==> src/rtl/piece_queue_controller_pkg.sv <==
// Shared tetromino types: block index width, state encoding and the index sanitizer
// used wherever a generator value enters the piece bookkeeping.
package tetris_pkg;

  localparam int BLOCK_W    = 3;
  localparam int NUM_BLOCKS = 7;
  localparam int CNT_W      = 3;

  typedef logic [BLOCK_W-1:0] block_idx_t;

  typedef enum logic [1:0] {
    FILL  = 2'd0,
    CAPT  = 2'd1,
    READY = 2'd2
  } ctrl_state_t;

  // Out-of-range generator codes (7) become piece 0 so no illegal index is stored.
  function automatic block_idx_t sanitize_idx(input block_idx_t idx);
    return (idx >= block_idx_t'(NUM_BLOCKS)) ? '0 : idx;
  endfunction

endpackage

==> src/rtl/piece_queue_controller_if.sv <==
// Request/generator/status bundle between the piece queue controller and the game side.
// The controller uses the slave view; the game FSM and generator use the master view.
interface piece_queue_controller_if #(
  parameter int QUEUE_DEPTH = 3,
  parameter int BLOCK_W     = 3
);

  logic                           spawn_req;
  logic                           hold_req;
  logic [BLOCK_W-1:0]             gen_block_idx;
  logic                           gen_new_block;
  logic                           ready;
  logic [BLOCK_W-1:0]             active_idx;
  logic                           active_valid;
  logic [BLOCK_W-1:0]             hold_idx;
  logic                           hold_valid;
  logic                           hold_used;
  logic [QUEUE_DEPTH*BLOCK_W-1:0] preview_idx;

  modport master (
    output spawn_req, hold_req, gen_block_idx,
    input  gen_new_block, ready, active_idx, active_valid,
           hold_idx, hold_valid, hold_used, preview_idx
  );

  modport slave (
    input  spawn_req, hold_req, gen_block_idx,
    output gen_new_block, ready, active_idx, active_valid,
           hold_idx, hold_valid, hold_used, preview_idx
  );

endinterface

==> src/rtl/piece_queue_controller_piece_fifo.sv <==
// Shift-register preview queue: push writes the first free slot, pop shifts toward the head.
// The owner never pushes and pops in the same cycle.
module piece_fifo #(
  parameter int DEPTH   = 3,
  parameter int BLOCK_W = 3,
  parameter int CNT_W   = 3
) (
  input  logic                     Clk,
  input  logic                     Reset,
  input  logic                     push,
  input  logic                     pop,
  input  logic [BLOCK_W-1:0]       push_idx,
  output logic [BLOCK_W-1:0]       head_idx,
  output logic [CNT_W-1:0]         count,
  output logic [DEPTH*BLOCK_W-1:0] slots
);

  logic [BLOCK_W-1:0] q [DEPTH];
  logic [CNT_W-1:0]   cnt;

  always_ff @(posedge Clk) begin
    if (!Reset) begin
      cnt <= '0;
      for (int i = 0; i < DEPTH; i++) q[i] <= '0;
    end else if (push) begin
      for (int i = 0; i < DEPTH; i++)
        if (cnt == CNT_W'(i)) q[i] <= push_idx;
      cnt <= cnt + CNT_W'(1);
    end else if (pop) begin
      for (int i = 0; i < DEPTH - 1; i++) q[i] <= q[i+1];
      q[DEPTH-1] <= '0;
      cnt        <= cnt - CNT_W'(1);
    end
  end

  assign head_idx = q[0];
  assign count    = cnt;

  for (genvar g = 0; g < DEPTH; g++) begin : g_slots
    assign slots[g*BLOCK_W +: BLOCK_W] = q[g];
  end

endmodule

==> src/rtl/piece_queue_controller.sv <==
// Refills the preview queue from the tetromino generator and serves spawn/hold requests,
// owning the active piece and the hold slot.
module piece_queue_controller #(
  parameter int QUEUE_DEPTH = 3,
  parameter int BLOCK_W     = 3
) (
  input  logic                     Clk,
  input  logic                     Reset,
  piece_queue_controller_if.slave  bus
);

  import tetris_pkg::*;

  ctrl_state_t        state, state_n;
  logic [BLOCK_W-1:0] active_q, hold_q, head_idx, capt_idx;
  logic               active_vld, hold_vld, hold_used_q;
  logic               push, pop, do_spawn, do_hold;
  logic [CNT_W-1:0]   count;

  assign capt_idx = sanitize_idx(bus.gen_block_idx);

  piece_fifo #(
    .DEPTH   (QUEUE_DEPTH),
    .BLOCK_W (BLOCK_W),
    .CNT_W   (CNT_W)
  ) u_fifo (
    .Clk      (Clk),
    .Reset    (Reset),
    .push     (push),
    .pop      (pop),
    .push_idx (capt_idx),
    .head_idx (head_idx),
    .count    (count),
    .slots    (bus.preview_idx)
  );

  always_ff @(posedge Clk) begin
    if (!Reset) state <= FILL;
    else        state <= state_n;
  end

  // Requests only count in READY; spawn has priority over hold.
  always_comb begin
    state_n  = state;
    push     = 1'b0;
    pop      = 1'b0;
    do_spawn = 1'b0;
    do_hold  = 1'b0;
    case (state)
      FILL: state_n = CAPT;
      CAPT: begin
        push    = 1'b1;
        state_n = (count + CNT_W'(1) == CNT_W'(QUEUE_DEPTH)) ? READY : FILL;
      end
      READY: begin
        if (bus.spawn_req) begin
          do_spawn = 1'b1;
          pop      = 1'b1;
          state_n  = FILL;
        end else if (bus.hold_req && active_vld && !hold_used_q) begin
          do_hold = 1'b1;
          if (!hold_vld) begin
            pop     = 1'b1;
            state_n = FILL;
          end
        end
      end
      default: state_n = FILL;
    endcase
  end

  always_ff @(posedge Clk) begin
    if (!Reset) begin
      active_q    <= '0;
      active_vld  <= 1'b0;
      hold_q      <= '0;
      hold_vld    <= 1'b0;
      hold_used_q <= 1'b0;
    end else if (do_spawn) begin
      active_q    <= head_idx;
      active_vld  <= 1'b1;
      hold_used_q <= 1'b0;
    end else if (do_hold) begin
      hold_q      <= active_q;
      hold_vld    <= 1'b1;
      hold_used_q <= 1'b1;
      // An empty hold slot pulls the next piece from the queue instead of swapping.
      active_q    <= hold_vld ? hold_q : head_idx;
    end
  end

  assign bus.gen_new_block = Reset && (state == FILL);
  assign bus.ready         = (state == READY);
  assign bus.active_idx    = active_q;
  assign bus.active_valid  = active_vld;
  assign bus.hold_idx      = hold_q;
  assign bus.hold_valid    = hold_vld;
  assign bus.hold_used     = hold_used_q;

endmodule

==> src/flat_wrapper.sv <==
// flat-port wrapper written by rule: the top's interface ports become plain ports
module piece_queue_controller_flat import tetris_pkg::*;
#(
  parameter int QUEUE_DEPTH = 3,
  parameter int BLOCK_W     = 3
)
  (Clk, Reset, bus_spawn_req, bus_hold_req, bus_gen_block_idx, bus_gen_new_block, bus_ready, bus_active_idx, bus_active_valid, bus_hold_idx, bus_hold_valid, bus_hold_used, bus_preview_idx);
  piece_queue_controller_if #(.QUEUE_DEPTH(QUEUE_DEPTH), .BLOCK_W(BLOCK_W)) bus_i ();
  input  logic Clk;
  input  logic Reset;
  input wire logic [$bits(bus_i.spawn_req)-1:0] bus_spawn_req;
  input wire logic [$bits(bus_i.hold_req)-1:0] bus_hold_req;
  input wire logic [$bits(bus_i.gen_block_idx)-1:0] bus_gen_block_idx;
  output wire logic [$bits(bus_i.gen_new_block)-1:0] bus_gen_new_block;
  output wire logic [$bits(bus_i.ready)-1:0] bus_ready;
  output wire logic [$bits(bus_i.active_idx)-1:0] bus_active_idx;
  output wire logic [$bits(bus_i.active_valid)-1:0] bus_active_valid;
  output wire logic [$bits(bus_i.hold_idx)-1:0] bus_hold_idx;
  output wire logic [$bits(bus_i.hold_valid)-1:0] bus_hold_valid;
  output wire logic [$bits(bus_i.hold_used)-1:0] bus_hold_used;
  output wire logic [$bits(bus_i.preview_idx)-1:0] bus_preview_idx;
  assign bus_i.spawn_req = bus_spawn_req;
  assign bus_i.hold_req = bus_hold_req;
  assign bus_i.gen_block_idx = bus_gen_block_idx;
  assign bus_gen_new_block = bus_i.gen_new_block;
  assign bus_ready = bus_i.ready;
  assign bus_active_idx = bus_i.active_idx;
  assign bus_active_valid = bus_i.active_valid;
  assign bus_hold_idx = bus_i.hold_idx;
  assign bus_hold_valid = bus_i.hold_valid;
  assign bus_hold_used = bus_i.hold_used;
  assign bus_preview_idx = bus_i.preview_idx;
  piece_queue_controller #(.QUEUE_DEPTH(QUEUE_DEPTH), .BLOCK_W(BLOCK_W)) u_core (.Clk(Clk), .Reset(Reset), .bus(bus_i));
endmodule
==> config.mk <==
export PLATFORM = sky130hd
export DESIGN_NAME = piece_queue_controller_flat
export DESIGN_NICKNAME = d
export VERILOG_FILES = /design/src/rtl/piece_queue_controller_pkg.sv /design/src/rtl/piece_queue_controller_if.sv /design/src/rtl/piece_queue_controller_piece_fifo.sv /design/src/rtl/piece_queue_controller.sv /design/src/flat_wrapper.sv
export SDC_FILE = /design/constraint.sdc
export NUM_CORES = 1
export LEC_CHECK = 0
export ABC_AREA = 1
export CELL_PAD_IN_SITES_DETAIL_PLACEMENT = 1
export CELL_PAD_IN_SITES_GLOBAL_PLACEMENT = 2
export CORE_MARGIN = 5
export CORE_UTILIZATION = 30
export CTS_CLUSTER_DIAMETER = 80
export DETAILED_ROUTE_END_ITERATION = 12
export PLACE_DENSITY = 0.83
export SLEW_MARGIN = 20
export SYNTH_ARGS = -nofsm -noshare
export SYNTH_HDL_FRONTEND = slang
export SYNTH_SLANG_ARGS = --single-unit
==> constraint.sdc <==
create_clock -name Clk -period 3.8 [get_ports Clk]
set_input_delay 0.76 -clock Clk [delete_from_list [all_inputs] [get_ports Clk]]
set_output_delay 0.76 -clock Clk [all_outputs]
set_load 0.01 [all_outputs]
# After elaboration in Yosys (flattened, before gate mapping)
# Memory sizes are Yosys's and may differ from the RTL's.
# Index checks and enable logic that the tools add are counted.
dict set report classes {
  n_addsub 2
  n_lt_le_gt_ge 1
  n_eq_ne 7
  muxes 44
  n_bitwise 8
  reduce_logical 11
}
# operator n
set ops {}
lappend ops {{$mux 3} 12}
lappend ops {{$mux 1} 27}
lappend ops {{$mux 2} 4}
lappend ops {{$eq 3x2->1 const B} 2}
lappend ops {{$or 1x1->1} 6}
lappend ops {{$pmux 2 s3} 1}
lappend ops {{$reduce_and 2->1} 2}
lappend ops {{$reduce_bool 2->1} 2}
lappend ops {{$add 3x1->3 const B} 1}
lappend ops {{$eq 3x1->1 const B} 1}
lappend ops {{$ge 3x3->1 const B} 1}
lappend ops {{$logic_and 1x1->1} 3}
lappend ops {{$logic_not 3->1} 1}
lappend ops {{$ne 3x2->1 const B} 1}
lappend ops {{$ne 3x3->1 const B} 1}
lappend ops {{$sub 3x1->3 const B} 1}
lappend ops {{$eq 2x1->1 const B} 1}
lappend ops {{$eq 2x2->1 const B} 1}
lappend ops {{$logic_not 2->1} 1}
lappend ops {{$not 1->1} 2}
lappend ops {{$reduce_or 2->1} 1}
lappend ops {{$logic_not 1->1} 1}
dict set report totals {
  ff_bits 14
  ram_bits 9
  inputBits 7
  output_inout_bits 20
  wordCells 81
  mem_count 1
}
# memory depth width read_ports rd_clocked_by_memory_dff write_ports line_no
set memory_table {}
lappend memory_table {u_core.u_fifo.q 3 3 3 0 3 piece_queue_controller_piece_fifo.sv:18} ;# logic [BLOCK_W-1:0] q [DEPTH];

# Longest topological paths before layout
# Gate-level depths: netlist of run 1.
dict set report depth {
  ltp_word 10
  ltp_mapped 8
  depth_no_buf 8
}

# Modules after synthesis
# A second synthesis of run 1 with hierarchy kept.
dict set report hier_totals {
  cells_unflattened 161
  hier_area_um2 1232.4
}
# mod n_inst cells_each area_each_um2 seq_area_each_um2
set modules_own_cells {}
lappend modules_own_cells {piece_fifo 1 76 690.7 330.3}
lappend modules_own_cells {piece_queue_controller 1 85 541.8 220.2}

# Worst setup path after synthesis of run 1
# Ideal clock, no wire load.
dict set report synth_path {
  kind {input -> output}
  from {in Reset}
  to {out bus_gen_new_block}
  arrival_time_ps 1321
  t_required_ps 3040
  setup_slack_ps 1719
  cell_stages 3
  path_cell_list {inv_1 > clkbuf_1 > nor3_1}
}
dict set report synth_via {
  elab_chain_cells 1
}
# item line_no
set synth_rtl {}
lappend synth_rtl {{from (decl)} flat_wrapper.sv:10} ;# input logic Reset;
lappend synth_rtl {{$logic_and 1x1->1} piece_queue_controller.sv:92} ;# assign bus.gen_new_block = Reset && (state == FILL);
lappend synth_rtl {{to (decl)} flat_wrapper.sv:14} ;# output wire logic [$bits(bus_i.gen_new_block)-1:0] bus_gen_new_block;
# Every way passes these cells.

# Worst setup path in the final report of run 1
# Same ends and word-level chain as after synthesis.

==> metrics, run 1 <==
status completed; post_cts resized 0; max_slew headroom 80.6%; clk slew on worst S/H paths around 0.080 ns; CP Class in -> out; vias in the first global route 993; via count 997; Setup TNS Final 0 ns; GP Congestion 0.710; area of the multi-input gates 544 sq um; minimum clock period 2.92 ns; core area 0.00374 sq mm; Syn Std Cell Area approximately 0.0012 sq mm; Register Area about 550 sq um; vias per cell 4.55; Final Hold Fails 0; worst endpoint data arrival time between 2 and 2.5 ns; Max clock buf depth 2; Die Y 72.6 um; post-synth net total 154; gr usage total 10.2%; Critical Path RT roughly 3 ns; Inserted Diodes 0; Rows 22; Root Driver clkbuf_8; pwr dens around 330 mW/mm^2; fin. max-slew vios 0; Slew @ Worst Pin 0.291 ns; synth unique cells 23; Crit path buffers/inverters 3; postcts setup bufs 0; I/O pins 27; Crit path max-delay family buffers and inverters; Setup Viol. Count Final 0; LEAKAGE 0.649 nW; synthesized flop and latch total 23; Largest stage delay, worst path approximately 0.61 ns; pin count of the biggest net entering global routing 14; PortBufs 26; Nets between 150 and 200; Hold Crit Class reg -> reg; hold_buf cts 0; most frequent CP cell clkdlybuf4s50_1; Seq/Total Area, Yosys ~47%; maximum vdd drop 0.000123 V; fin crit share 76.7%; # fillers 469; slowest CP cell clkdlybuf4s50_1; clk sinks 23; number of buffers created by CTS 3; DRT iter0 DRCs 49; Routed Antenna Nets 0; initial antenna violation count 0; final setup skew between 0.005 and 0.006 ns; RSZ-0062 raised after global routing false; H-tree depth 1; critical-path cell list clkdlybuf4s50_1, inv_1, nor3_1, clkdlybuf4s50_1; Synth-to-Final Area Change 30.7%; DIE AREA around 0.0053 sq mm; Synth warnings 0; CTS tree yes; post-DP HPWL approximately 2100 um; DRC 0; CP endpoint kind primary output; crit path launch type primary input; DIE WIDTH 72.6 um; drt wl/cell 12.1 um; drt pass-1 iters 3; Crit Path Max Fanout 7; cell count after synthesis 142; Avg Inst Size Synth 8.29 sq um; DP Worst Slack 0.862 ns; Starting Density about a third; total grt overflow 0; Max Cap Viol 0; setup slack, reg-to-reg 2.26 ns; Pwr Total 510 uW; Clk Latency, worst-skew pair 0.26 ns; WL final 2660 um; final worst slack 0.884 ns; Max Freq 343 MHz; share of cells above drive strength 1 between 10% and 20%; global-route wire length before repair 4340 um
[layout by cell type (no fill, tap or decap), drive strengths merged]
cell type      count
buf                1
o21ai              6
nand2             38
a21boi             4
nand3             11
clkdlybuf4s50     26
clkbuf             4
nor2              15
dfxtp             14
edfxtp             9
xnor2              1
ha                 5
nand4              1
inv               19
a21oi             13
nor3               4
[layer usage]
layer | routed length [um] | up-vias | track usage, %
met5 | 0 | - | 0
met4 | 16 | 0 | 1.84
met3 | 140 | 4 | 2.20
met2 | 1260 | 21 | 17.8
met1 | 1240 | 454 | 13.0
li1 | - | 518 | -
[cells by family after synthesis]
| family | after synthesis | synth area share (%) |
|---|---|---|
| AND/OR/NAND/NOR | 69 | 29.5 |
| flip-flops | 23 | 46.8 |
| adder cells (fa/ha/maj) | 5 | 5.31 |
| XOR/XNOR | 1 | 0.744 |
| AO/OA/AOI/OAI | 23 | 10.6 |
| buffers and inverters | 21 | 7.01 |
[state kept, by name, indices dropped and copies added, names as in the netlist]
| signal | flops |
|---|---|
| u_core.bus.hold_idx | 3 |
| u_core.bus.hold_used | 1 |
| u_core.u_fifo.q | 9 |
| u_core.bus.hold_valid | 1 |
| u_core.bus.active_valid | 1 |
| u_core.state | 2 |
| u_core.u_fifo.count | 3 |
| u_core.bus.active_idx | 3 |
[worst min-delay path: stages, from the launching register on]
cell and delay (ns):
dfxtp_1 0.33, inv_1 0.05, a21oi_1 0.05
[layout make-up]
| cell class | instances | share of cell area, % |
|---|---|---|
| sequential | 23 | 35.8 |
| multi-input combinational | 98 | 35.4 |
| timing repair buffer | 27 | 17.4 |
| inverter | 19 | 4.63 |
| tap | 48 | 3.90 |
| clock buffer | 4 | 2.93 |
[report_power, final]
group / switching (mW) / leakage [nW] / internal, mW / total [mW]
clock network: 0.0761 / 0.0228 / 0.0747 / 0.151
registers: 0.00861 / 0.208 / 0.269 / 0.277
logic: 0.0442 / 0.419 / 0.0376 / 0.0818
[final timing paths]
kind,from,cells after the start,to
max,Reset,4,bus_gen_new_block
min,u_core.bus.active_valid,2,u_core.bus.active_valid
max reg2reg,u_core.u_fifo.count[1],8,u_core.u_fifo.q[0][3]
min reg2reg,u_core.bus.active_valid,2,u_core.bus.active_valid
[synth_stat cells, drive strengths merged]
library cell,n,area [sq um]
dfxtp,14,280
buf,1,7.51
edfxtp,9,270
nor2,15,83.8
xnor2,1,8.76
a21boi,4,30.0
nand3,11,60.1
nand4,1,6.26
ha,5,62.6
a21oi,13,65.1
nor3,4,25.0
clkbuf,1,3.75
inv,19,71.3
o21ai,6,30.0
nand2,38,173
[per-stage QoR]
step                      util, %  cell area (sq um)  hold slack [ns]  cells
after floorplan                 -               1180            0.443    142
after global placement       39.9               1490            0.455    215
after CTS                    41.1               1540            0.476    219
after detailed placement     39.9               1490            0.462    215
after global routing         41.1               1540            0.510    219
final                        41.1               1540            0.470    219
(Power assumes the default switching activity.)
==> inputs of run 2 (changes only) <==
- CORE_UTILIZATION: 30 -> 25
- PLACE_DENSITY: 0.83 -> 0.74
- clock period: 3.8 -> 2.4 ns (I/O delays scaled with it)
==> metrics, run 2 (synthesis results as in run 1) <==
status completed; minimum clock period 2.19 ns; maximum vdd drop 0.000201 V; number of buffers created by CTS 3; I/O pins 27; worst endpoint data arrival time 1.71 ns; gr busiest metal met2; Register Area about 550 sq um; gr usage total 10.1%; DIE WIDTH 78.6 um; Rows 25; Setup Viol. Count Final 0; met2 usage 18.2%; max_slew headroom 79.7%; sw frac 25.6%; total grt overflow 0; Die Y between 70 and 80 um; Max Cap Viol 0; Setup TNS Final 0 ns; Crit Path Max Fanout 2; PortBufs 26; most common cell after layout, fill and taps aside nand2_1; Synth-to-Final Area Change 32.0%; R2R Path Start u_core.u_fifo.count[0]; LEAKAGE 0.654 nW; DIE AREA 0.00618 sq mm; vias in the first global route 1064; fin. max-slew vios 0; fin crit share between 90% and 100%; global-route wire length before repair between 4000 and 5000 um; drt wl/cell 12.4 um; DRT iter0 DRCs 58; Worst R2R Path Depth 8; combinational fraction of design power 16.2%; Crit path max-delay family buffers and inverters; GP Congestion 0.745; initial antenna violation count 0; Critical Path RT roughly 1.9 ns; core area 0.00466 sq mm; RSZ-0062 raised after global routing false; Psw 208 uW; Root Driver clkbuf_8; CP Class in -> out; Top reg by flops u_core.u_fifo.q; reg-to-reg endpoint u_core.u_fifo.q[0][1]; post_cts resized 0; Clk Latency, worst-skew pair 0.26 ns; GR Layer Usage met3 about 3.8%; setup slack, reg-to-reg 0.89 ns; DRC 0; Internal 605 uW; Max Freq ~460 MHz; commonest cells after routing, fill and taps aside nand2_1, clkdlybuf4s50_1, inv_1; Final Hold Fails 0; post-route insts no fill 226; most frequent CP cell clkdlybuf4s50_1; hold path startpoint u_core.state[1]; via count around 1k; Flop pwr share between 50% and 60%; Crit path buffers/inverters 3; pin count of the biggest net entering global routing 14; Hold Crit Class reg -> reg; # fillers 542; share of cells above drive strength 1 approximately an eighth; Slew @ Worst Pin about 0.30 ns; vias per cell 4.48; Max clock buf depth 2; Nets 185; area of the multi-input gates about 540 sq um; Starting Density between 20% and 30%; H-tree depth 1; CP endpoint kind primary output; hold depth 1; postcts setup bufs 0; final setup skew 0.00180 ns; post-DP HPWL around 2300 um; slowest CP cell clkdlybuf4s50_1; CTS tree yes; critical-path cell list clkdlybuf4s50_1, inv_1, nor3_1, clkdlybuf4s50_1; hold_buf cts 0; drt pass-1 iters 2; number of flip-flops in the largest register 9; Inserted Diodes 0; Placed Cells 222; Routed Antenna Nets 0; clock power share 29.7%; crit path launch type primary input; WL final about 2800 um; clk slew on worst S/H paths approximately 0.08 ns; clk sinks 23; Largest stage delay, worst path 0.56 ns; Worst Hold Endpoint u_core.state[0]; GR Util met1 between 10 and 15%; pwr dens between 500 and 600 mW/mm^2
-- run 2: metrics by stage --
stage               instance area [sq um]  setup slack, ns  hold slack [ns]  util, %  total power [mW]
global placement                     1510            0.200            0.453     32.4             0.577
global route                         1550           0.0945            0.508     33.3             0.864
CTS                                  1550            0.186            0.481     33.3             0.830
detailed placement                   1510            0.208            0.469     32.4             0.583
floorplan                            1180            0.879            0.443        -             0.521
finish                               1550            0.210            0.477     33.3             0.812
-- run 2: worst max path at each step --
stage,start,endpoint,slack (ns),depth (start not counted)
final,Reset,bus_gen_new_block,0.21,4
after global routing,Reset,bus_gen_new_block,0.09,4
after CTS,Reset,bus_gen_new_block,0.19,4
after detailed placement,Reset,bus_gen_new_block,0.21,4
after global placement,Reset,bus_gen_new_block,0.20,4
after floorplan,Reset,bus_gen_new_block,0.88,3
-- run 2: area by class of cell --
type,instances,share of cell area (%)
Sequential cell,23,35.4
Clock buffer,4,2.90
Inverter,19,4.59
Multi-Input combinational cell,98,35.0
Tap cell,54,4.35
Timing Repair Buffer,28,17.7
-- run 2: worst reg2reg max path, delay by kind of cell, from the launching register on --
family / cells / cell delay, ns
DFF: 1 / 0.37
buffers and inverters: 1 / 0.11
and+or+nand+nor: 6 / 0.57
adders and majority gates: 1 / 0.23
-- run 2: layer usage --
metal  vias up  routed length [um]
li1        518                   -
met1       467                1200
met2        23                1370
met3         4                 201
met4         0                  25
met5         -                   0
-- run 2: power by group through the flow --
| stage | sequential, mW | clock (mW) | combinational [mW] |
|---|---|---|---|
| final | 0.440 | 0.241 | 0.131 |
| after global routing | 0.443 | 0.273 | 0.149 |
| after CTS | 0.440 | 0.255 | 0.135 |
| after floorplan | 0.452 | 0 | 0.0688 |
| after global placement | 0.448 | 0 | 0.130 |
| after detailed placement | 0.449 | 0 | 0.134 |
